===== src/rtl/ahb_lite_master.sv =====
// Single-outstanding AHB-Lite manager: one valid/ready request becomes one
// SINGLE/NONSEQ transfer and one response pulse.
// Ports: HCLK/HRESETn; client req_* in, rsp_* out; AHB h* manager signals.
// Optional build macro AHB_MASTER_TIMEOUT_EN adds a data-phase wait timeout.
module ahb_lite_master #(
  parameter int DATA_WIDTH     = 32,
  parameter int ADDR_WIDTH     = 32,
  parameter int TIMEOUT_CYCLES = 255
) (
  input  logic                  HCLK,
  input  logic                  HRESETn,
  input  logic                  req_valid,
  output logic                  req_ready,
  input  logic                  req_write,
  input  logic [ADDR_WIDTH-1:0] req_addr,
  input  logic [2:0]            req_size,
  input  logic [DATA_WIDTH-1:0] req_wdata,
  output logic                  rsp_valid,
  output logic [DATA_WIDTH-1:0] rsp_rdata,
  output logic                  rsp_err,
  output logic [ADDR_WIDTH-1:0] haddr,
  output logic [1:0]            htrans,
  output logic                  hwrite,
  output logic [2:0]            hsize,
  output logic [2:0]            hburst,
  output logic [3:0]            hprot,
  output logic                  hmastlock,
  output logic [DATA_WIDTH-1:0] hwdata,
  input  logic [DATA_WIDTH-1:0] hrdata,
  input  logic                  hready,
  input  logic                  hresp
);

  localparam int LB = $clog2(DATA_WIDTH / 8);
  localparam int SW = LB + 3;

  typedef enum logic [1:0] {
    S_IDLE,
    S_ADDR,
    S_DATA
  } state_t;

  state_t state, state_nx;

  logic [DATA_WIDTH-1:0] wdata_q;
  logic                  accept;
  logic                  bad;
  logic                  tmo;
  logic [LB-1:0]         amask;
  logic [SW-1:0]         sh;
  logic [DATA_WIDTH-1:0] bmask;
  logic [DATA_WIDTH-1:0] rdata_x;

  assign req_ready = (state == S_IDLE) & ~rsp_valid;
  assign accept    = req_valid & req_ready;

  // Oversized or unaligned requests never reach the bus.
  assign amask = LB'((32'd1 << req_size) - 32'd1);
  assign bad   = (req_size > 3'(LB))
               | (|(req_addr[LB-1:0] & amask));

  assign sh      = {haddr[LB-1:0], 3'b000};
  assign bmask   = ~({DATA_WIDTH{1'b1}} << (32'd8 << hsize));
  assign rdata_x = (hrdata >> sh) & bmask;

  assign htrans    = (state == S_ADDR) ? 2'b10 : 2'b00;
  assign hburst    = 3'b000;
  assign hprot     = 4'b0011;
  assign hmastlock = 1'b0;

`ifdef AHB_MASTER_TIMEOUT_EN
  localparam int TW = $clog2(TIMEOUT_CYCLES + 1);

  logic [TW-1:0] tmo_cnt;

  assign tmo = (state == S_DATA) & ~hready
             & (tmo_cnt == TW'(TIMEOUT_CYCLES - 1));

  always_ff @(posedge HCLK or negedge HRESETn) begin
    if (!HRESETn) begin
      tmo_cnt <= '0;
    end else if (state != S_DATA || hready) begin
      tmo_cnt <= '0;
    end else begin
      tmo_cnt <= tmo_cnt + 1'b1;
    end
  end
`else
  logic unused_tmo;

  assign tmo        = 1'b0;
  assign unused_tmo = (TIMEOUT_CYCLES != 0);
`endif

  always_ff @(posedge HCLK or negedge HRESETn) begin
    if (!HRESETn) begin
      state <= S_IDLE;
    end else begin
      state <= state_nx;
    end
  end

  always_comb begin
    state_nx = state;
    unique case (state)
      S_IDLE: if (accept && !bad) state_nx = S_ADDR;
      S_ADDR: if (hready) state_nx = S_DATA;
      S_DATA: if (hready || tmo) state_nx = S_IDLE;
      default: state_nx = S_IDLE;
    endcase
  end

  always_ff @(posedge HCLK or negedge HRESETn) begin
    if (!HRESETn) begin
      haddr     <= '0;
      hwrite    <= 1'b0;
      hsize     <= 3'b000;
      hwdata    <= '0;
      wdata_q   <= '0;
      rsp_valid <= 1'b0;
      rsp_rdata <= '0;
      rsp_err   <= 1'b0;
    end else begin
      rsp_valid <= 1'b0;
      rsp_rdata <= '0;
      rsp_err   <= 1'b0;
      if (state == S_IDLE && accept) begin
        if (bad) begin
          rsp_valid <= 1'b1;
          rsp_err   <= 1'b1;
        end else begin
          haddr   <= req_addr;
          hwrite  <= req_write;
          hsize   <= req_size;
          wdata_q <= req_wdata;
        end
      end
      if (state == S_ADDR && hready) begin
        hwdata <= hwrite ? (wdata_q << sh) : '0;
      end
      if (state == S_DATA && hready) begin
        rsp_valid <= 1'b1;
        rsp_err   <= hresp;
        rsp_rdata <= (hresp || hwrite) ? '0 : rdata_x;
      end
      if (tmo) begin
        rsp_valid <= 1'b1;
        rsp_err   <= 1'b1;
      end
    end
  end

endmodule


===== config.mk =====
export PLATFORM = sky130hd
export DESIGN_NAME = ahb_lite_master
export DESIGN_NICKNAME = d
export VERILOG_FILES = /design/src/rtl/ahb_lite_master.sv
export SDC_FILE = /design/constraint.sdc
export NUM_CORES = 1
export LEC_CHECK = 0
export ABC_AREA = 1
export BUFFER_PORTS_ARGS = -buffer_cell sky130_fd_sc_hd__buf_4
export CORE_UTILIZATION = 45
export DETAILED_ROUTE_END_ITERATION = 7
export HOLD_SLACK_MARGIN = 0.06
export PLACE_DENSITY = 0.77
export SLEW_MARGIN = 40
export SYNTH_ARGS = -nofsm -noshare
export SYNTH_HDL_FRONTEND = slang
export SYNTH_SLANG_ARGS = --single-unit

===== constraint.sdc =====
create_clock -name HCLK -period 1.6 [get_ports HCLK]
set_input_delay 0.32 -clock HCLK [delete_from_list [all_inputs] [get_ports HCLK]]
set_output_delay 0.32 -clock HCLK [all_outputs]
set_load 0.01 [all_outputs]

=== Word level (Yosys, flattened, before mapping) ===
Index checks and enable logic that the tools add are counted.

* $add $sub $neg: 1
* Order comparisons: 1
* Eq/ne operators: 5
* Shifts and indexed selects: 5
* Mux-type cells: 12
* Bitwise logic cells: 8
* Reductions and logical operators: 10

{| class="wikitable"
|+ Operator list
! operator !! number
|-
| $mux W32 || 3
|-
| $and A32 B32 Y32 || 1
|-
| $not A32 Y32 || 1
|-
| $shl A32 B32 Y32 const A || 1
|-
| $shl A32 B5 Y32 || 1
|-
| $shl A4 B3 Y32 const A || 1
|-
| $shr A32 B5 Y32 || 1
|-
| $mux W2 || 4
|-
| $pmux W2 S3 || 1
|-
| $logic_and A1 B1 Y1 || 4
|-
| $mux W1 || 4
|-
| $ne A2 B2 Y1 const B || 2
|-
| $gt A3 B2 Y1 const B || 1
|-
| $reduce_and A3 Y1 || 1
|-
| $shl A1 B3 Y2 const A || 1
|-
| $and A1 B1 Y1 || 2
|-
| $and A2 B2 Y2 || 1
|-
| $eq A2 B1 Y1 const B || 1
|-
| $eq A2 B2 Y1 const B || 1
|-
| $logic_not A2 Y1 || 1
|-
| $ne A2 B1 Y1 const B || 1
|-
| $not A1 Y1 || 2
|-
| $reduce_and A2 Y1 || 1
|-
| $reduce_or A2 Y1 || 1
|-
| other kinds (4) || 4
|}

* Bits in registers: 136
* Input bits: 105
* Output and inout bits: 113
* Logic and storage cells: 51

=== Depth between registers and ports, before layout ===
* Word-level depth: 9
* Gate-level depth with buffers: 8
* Depth with buffers taken out: 6

=== Worst setup path before layout ===
Ideal clock, no wire load.

* Path type: flip-flop to flip-flop
* Start point: register state[0]
* End point: register haddr[0]
* Library setup time: 0.117 ns
* Arrival time: 1.229 ns
* Data required time: 1.483 ns
* Setup slack: 0.254 ns
* Cell stages (with the launch flop): 9
* Path buffers: 2
* Clock period less this slack: 1.346 ns
* Cells stage by stage: dfrtp_1 nor2_1 nand2_1 nor2_4 nand3_2 buf_2 buf_6 nand2_1 nand2_1

* Word-level cells in the longest chain between the ends: 5

{| class="wikitable"
|+ Ends and longest elaborated chain
! element !! RTL line !! RTL
|-
| start: declaration || 43 || <nowiki>state_t state, state_nx;</nowiki>
|-
| start signal: assignment || 99 || <nowiki>state <= state_nx;</nowiki>
|-
| $logic_not A2 Y1 * || 54, 127 ||
|-
| $and A1 B1 Y1 || 54 || <nowiki>assign req_ready = (state == S_IDLE) & ~rsp_valid;</nowiki>
|-
| $and A1 B1 Y1 || 55 || <nowiki>assign accept = req_valid & req_ready;</nowiki>
|-
| $logic_and A1 B1 Y1 * || 127 || <nowiki>if (state == S_IDLE && accept) begin</nowiki>
|-
| $reduce_and A2 Y1 (no source line) * || -- ||
|-
| end signal: assignment || 132 || <nowiki>haddr <= req_addr;</nowiki>
|-
| end: declaration || 21 || <nowiki>output logic [ADDR_WIDTH-1:0] haddr,</nowiki>
|}

Mark *: on every way between the ends. The rest lies on a longest branch, timed or not.
A chain may end at the register's enable or synchronous reset.

=== Final worst setup path ===
* Start point: register state[1]
* End point: output req_ready

* Word-level cells in the longest chain between the ends: 2

{| class="wikitable"
|+ Ends and longest elaborated chain
! element !! RTL line !! RTL
|-
| $logic_not A2 Y1 || 54 ||
|-
| $and A1 B1 Y1 || 54 ||
|-
| end: declaration || 13 || <nowiki>output logic req_ready,</nowiki>
|}

No other way between the ends.

==> results.py <==
metrics = {
    "global_routing": {
        "grt_max_degree": 61,
        "grt.met3_usage": 0.06849,
        "grt_pass1_vias": 5522,
        "met2_usage": 0.3929,
        "grt_busiest_layer": "met2",
        "globalRouteOverflowTotal": 0,
        "met1_usage": 0.3479,
        "grt_pass1_wl_um": 28210,
        "track_usage": 0.2573,
        "antenna_found_initial": 1,
    },
    "floorplanning": {
        "initial_core_util": 0.4625,
        "io_pins": 218,
        "rows": 42,
        "fp.dieArea_um2": 14140,
        "placeableCoreArea_um2": 13300,
        "fp.dieW_um": 118.9,
        "die_height_um": 118.9,
    },
    "worst_setup_path": {
        "start_kind": "register",
        "crit_required_ns": 1.28,
        "cp_max_fo": 3,
        "path_class": "reg -> out",
        "reg2reg_depth": 7,
        "cp.arrival_ns": 1.22,
        "cp-end-kind": "primary output",
    },
    "final_layout": {
        "syn_to_final_growth_pct": 39.51,
        "drive_gt1_frac": 0.2899,
        "final_util": 0.6453,
        "nNetsFinal": 1058,
        "fin_area_um2": 8579,
    },
    "power": {
        "p_per_area_nw_per_um2": 1651,
        "intPower_uw": 9126,
        "p_comb_frac": 0.359,
        "p_leak_uw": 0.004668,
        "p_sw_frac": 0.3559,
        "ir_drop_v": 0.0008573,
        "seqPwrFrac": 0.372,
        "power_frac_clock": 0.269,
        "switchingPower_uw": 5043,
    },
    "sta": {
        "tightest_slew_ns": 0.4983,
        "fin_hold_ws_ns": 0.1352,
        "relSlewSlack": 0.6643,
        "rsz0062_at_grt": "true",
        "setup_ws_ns": 0.06423,
        "setup_viol_count_final": 0,
        "finalHoldViolations": 0,
        "period_share": 0.9599,
        "finalClockSkew_ns": 0.004792,
        "min_period_ns": 1.536,
        "max_freq_mhz": 651.1,
        "finalMaxSlewViolations": 0,
    },
    "synthesis": {
        "synthAdderAreaFrac": 0,
        "synth_cell_types": 22,
        "synth_mux_area_frac": 0,
        "synth_top_family_by_area": "simple AND/OR/NAND/NOR gates",
        "syn-cell-area_um2": 6150,
        "syn_inst": 753,
        "synth_compound_area_frac": 0.04395,
        "synth_xor_xnor_area_share": 0,
        "yosys.area_share.simple": 0.3339,
        "syn_avg_cell_area_um2": 8.167,
        "ys_ff_latch": 136,
        "ys_seq_area_frac": 0.5534,
        "ys.warnings.count": 0,
    },
    "clocking": {
        "cts.sinks": 136,
        "clkLatencyLatePin_ns": 0.42,
        "cts.reportedPaths.clkPinSlew_ns": 0.05,
        "clock_path_buffers": 2,
        "cts_buffers": 17,
        "cts_tree": "built",
        "cts_root_buffer": "clkbuf_16",
        "htree_levels": 4,
    },
    "detailed_routing": {
        "wire_per_inst_um": 15.32,
        "via_count": 5851,
        "drtIter0Drc": 567,
        "post-route-drc-count": 0,
        "drt_pass1_iterations": 4,
        "routed_wl_um": 17510,
        "viasPerCell": 5.119,
        "antenna_left": 0,
    },
    "run_status": {
        "status": "completed",
    },
    "placement": {
        "gp_congestion": 0.8155,
        "portBuffers": 208,
        "placed_cell_area_um2": 7921,
        "dp_slack_ns": 0.1358,
        "hpwl_um": 12300,
    },
    "job": {
        "drv_cap": 0,
    },
    "worst_hold_path": {
        "hold-path-cell-count": 2,
        "hp-class": "in -> reg",
    },
}
-- final cells by class --
cell class | count | area (um^2)
multi-input cells | 534 | 2365
diodes | 1 | 2.502
clock inverters | 9 | 97.59
flip-flops and latches | 136 | 3405
clock buffers | 23 | 478.0
fillers | 1166 | 4716
inverters | 26 | 97.59
repair buffers | 238 | 1914
well taps | 176 | 220.2
-- routing by layer --
metal	vias to the layer above	share of wire
li1	2844	-
met1	2758	0.44
met2	222	0.47
met3	27	0.065
met4	0	0.024
met5	-	0
-- power by group through the flow --
stage / Sequential [uW] / Clock, uW / Combinational, uW
2_1_floorplan: 5420 / 0 / 2480
3_3_place_gp: 5270 / 0 / 4830
3_5_place_dp: 5260 / 0 / 4970
4_1_cts: 5240 / 3860 / 5020
5_1_grt: 5400 / 4020 / 5670
6_report: 5270 / 3810 / 5080
-- metrics by stage --
step           cells  power, uW  setup TNS (ns)
2_1_floorplan    760       7898               0
3_3_place_gp    1105      10100               0
3_5_place_dp    1105      10230               0
4_1_cts         1140      14120               0
5_1_grt         1143      15080       -0.009207
6_report        1143      14170               0
-- logic make-up after synthesis --
group / after synthesis
buffers and inverters: 90
and+or+nand+nor: 476
AOI/OAI and AO/OA: 49
DFF: 136
other: 2
-- registers in the layout, summed over array words and instances, names as in the netlist --
name	count
haddr	32
rsp_err	1
hsize	3
rsp_rdata	32
hwdata	32
hwrite	1
state	2
rsp_valid	1
wdata_q	32
-- timing repair --
action / 4_1_cts / 5_1_grt
pin swaps: 0 / 2
gates resized for setup: 4 / 6
gates cloned: 0 / 1
buffers inserted: 2 / 1
endpoints found under the hold margin: 33 / 0
endpoints found under the setup margin: 2 / 5
hold buffers: 1 / 0
-- worst max-delay path, stage by stage, from the launching register on --
cell     delay (ns)
dfrtp_1        0.41
nor2_2         0.13
nand2_2        0.09
inv_2          0.07
buf_6          0.10
-- cells in the mapped netlist --
cell,count,area [um^2]
clkinv_1,1,3.750
inv_1,24,90.09
o21ai_0,15,75.07
o211ai_1,10,75.07
conb_1,2,7.510
nand2_2,1,6.260
inv_2,1,3.750
buf_4,12,90.09
o21ai_1,11,55.05
buf_1,4,15.01
nand3_2,2,20.02
a21oi_1,13,65.06
clkbuf_1,27,101.4
nor2_1,25,93.84
buf_6,1,11.26
buf_2,20,100.1
nand4_1,68,425.4
dfrtp_1,136,3403
nand2_1,326,1224
nand3_1,51,255.2
and2_1,1,6.260
nor2_4,2,22.52
-- worst paths after layout --
check | startpoint | end | slack (ns)
worst min-delay path | hready | state[0] | 0.14
max in group asynchronous | HRESETn | haddr[0] | 0.68
min in group asynchronous | HRESETn | hwdata[3] | 0.37
worst min register to register | haddr[28] | haddr[28] | 0.47
worst max register to register | state[1] | wdata_q[13] | 0.13
worst max-delay path | state[1] | req_ready | 0.06
-- cell usage in the layout, fill, tap and decap left out --
| cell | n |
|---|---|
| nand2_1 | 324 |
| buf_4 | 226 |
| dfrtp_1 | 135 |
| nand4_1 | 68 |
| nand3_1 | 51 |
| nor2_1 | 24 |
| inv_1 | 21 |
| clkbuf_16 | 18 |
| o21ai_0 | 15 |
| a21oi_1 | 13 |
| o21ai_1 | 11 |
| o211ai_1 | 10 |
| conb_1 | 9 |
| buf_12 | 8 |
| clkinv_2 | 6 |
| inv_2 | 5 |
| nand2_2 | 3 |
| clkbuf_1 | 3 |
| clkbuf_8 | 3 |
| nor2_4 | 2 |
| nand3_2 | 2 |
| bufinv_16 | 2 |
| buf_6 | 2 |
| diode_2 | 1 |
| nor2_2 | 1 |
| and2_1 | 1 |
| clkinvlp_4 | 1 |
| dfrtp_2 | 1 |
| dlygate4sd3_1 | 1 |
No activity file was read; power rests on OpenSTA's default activity.
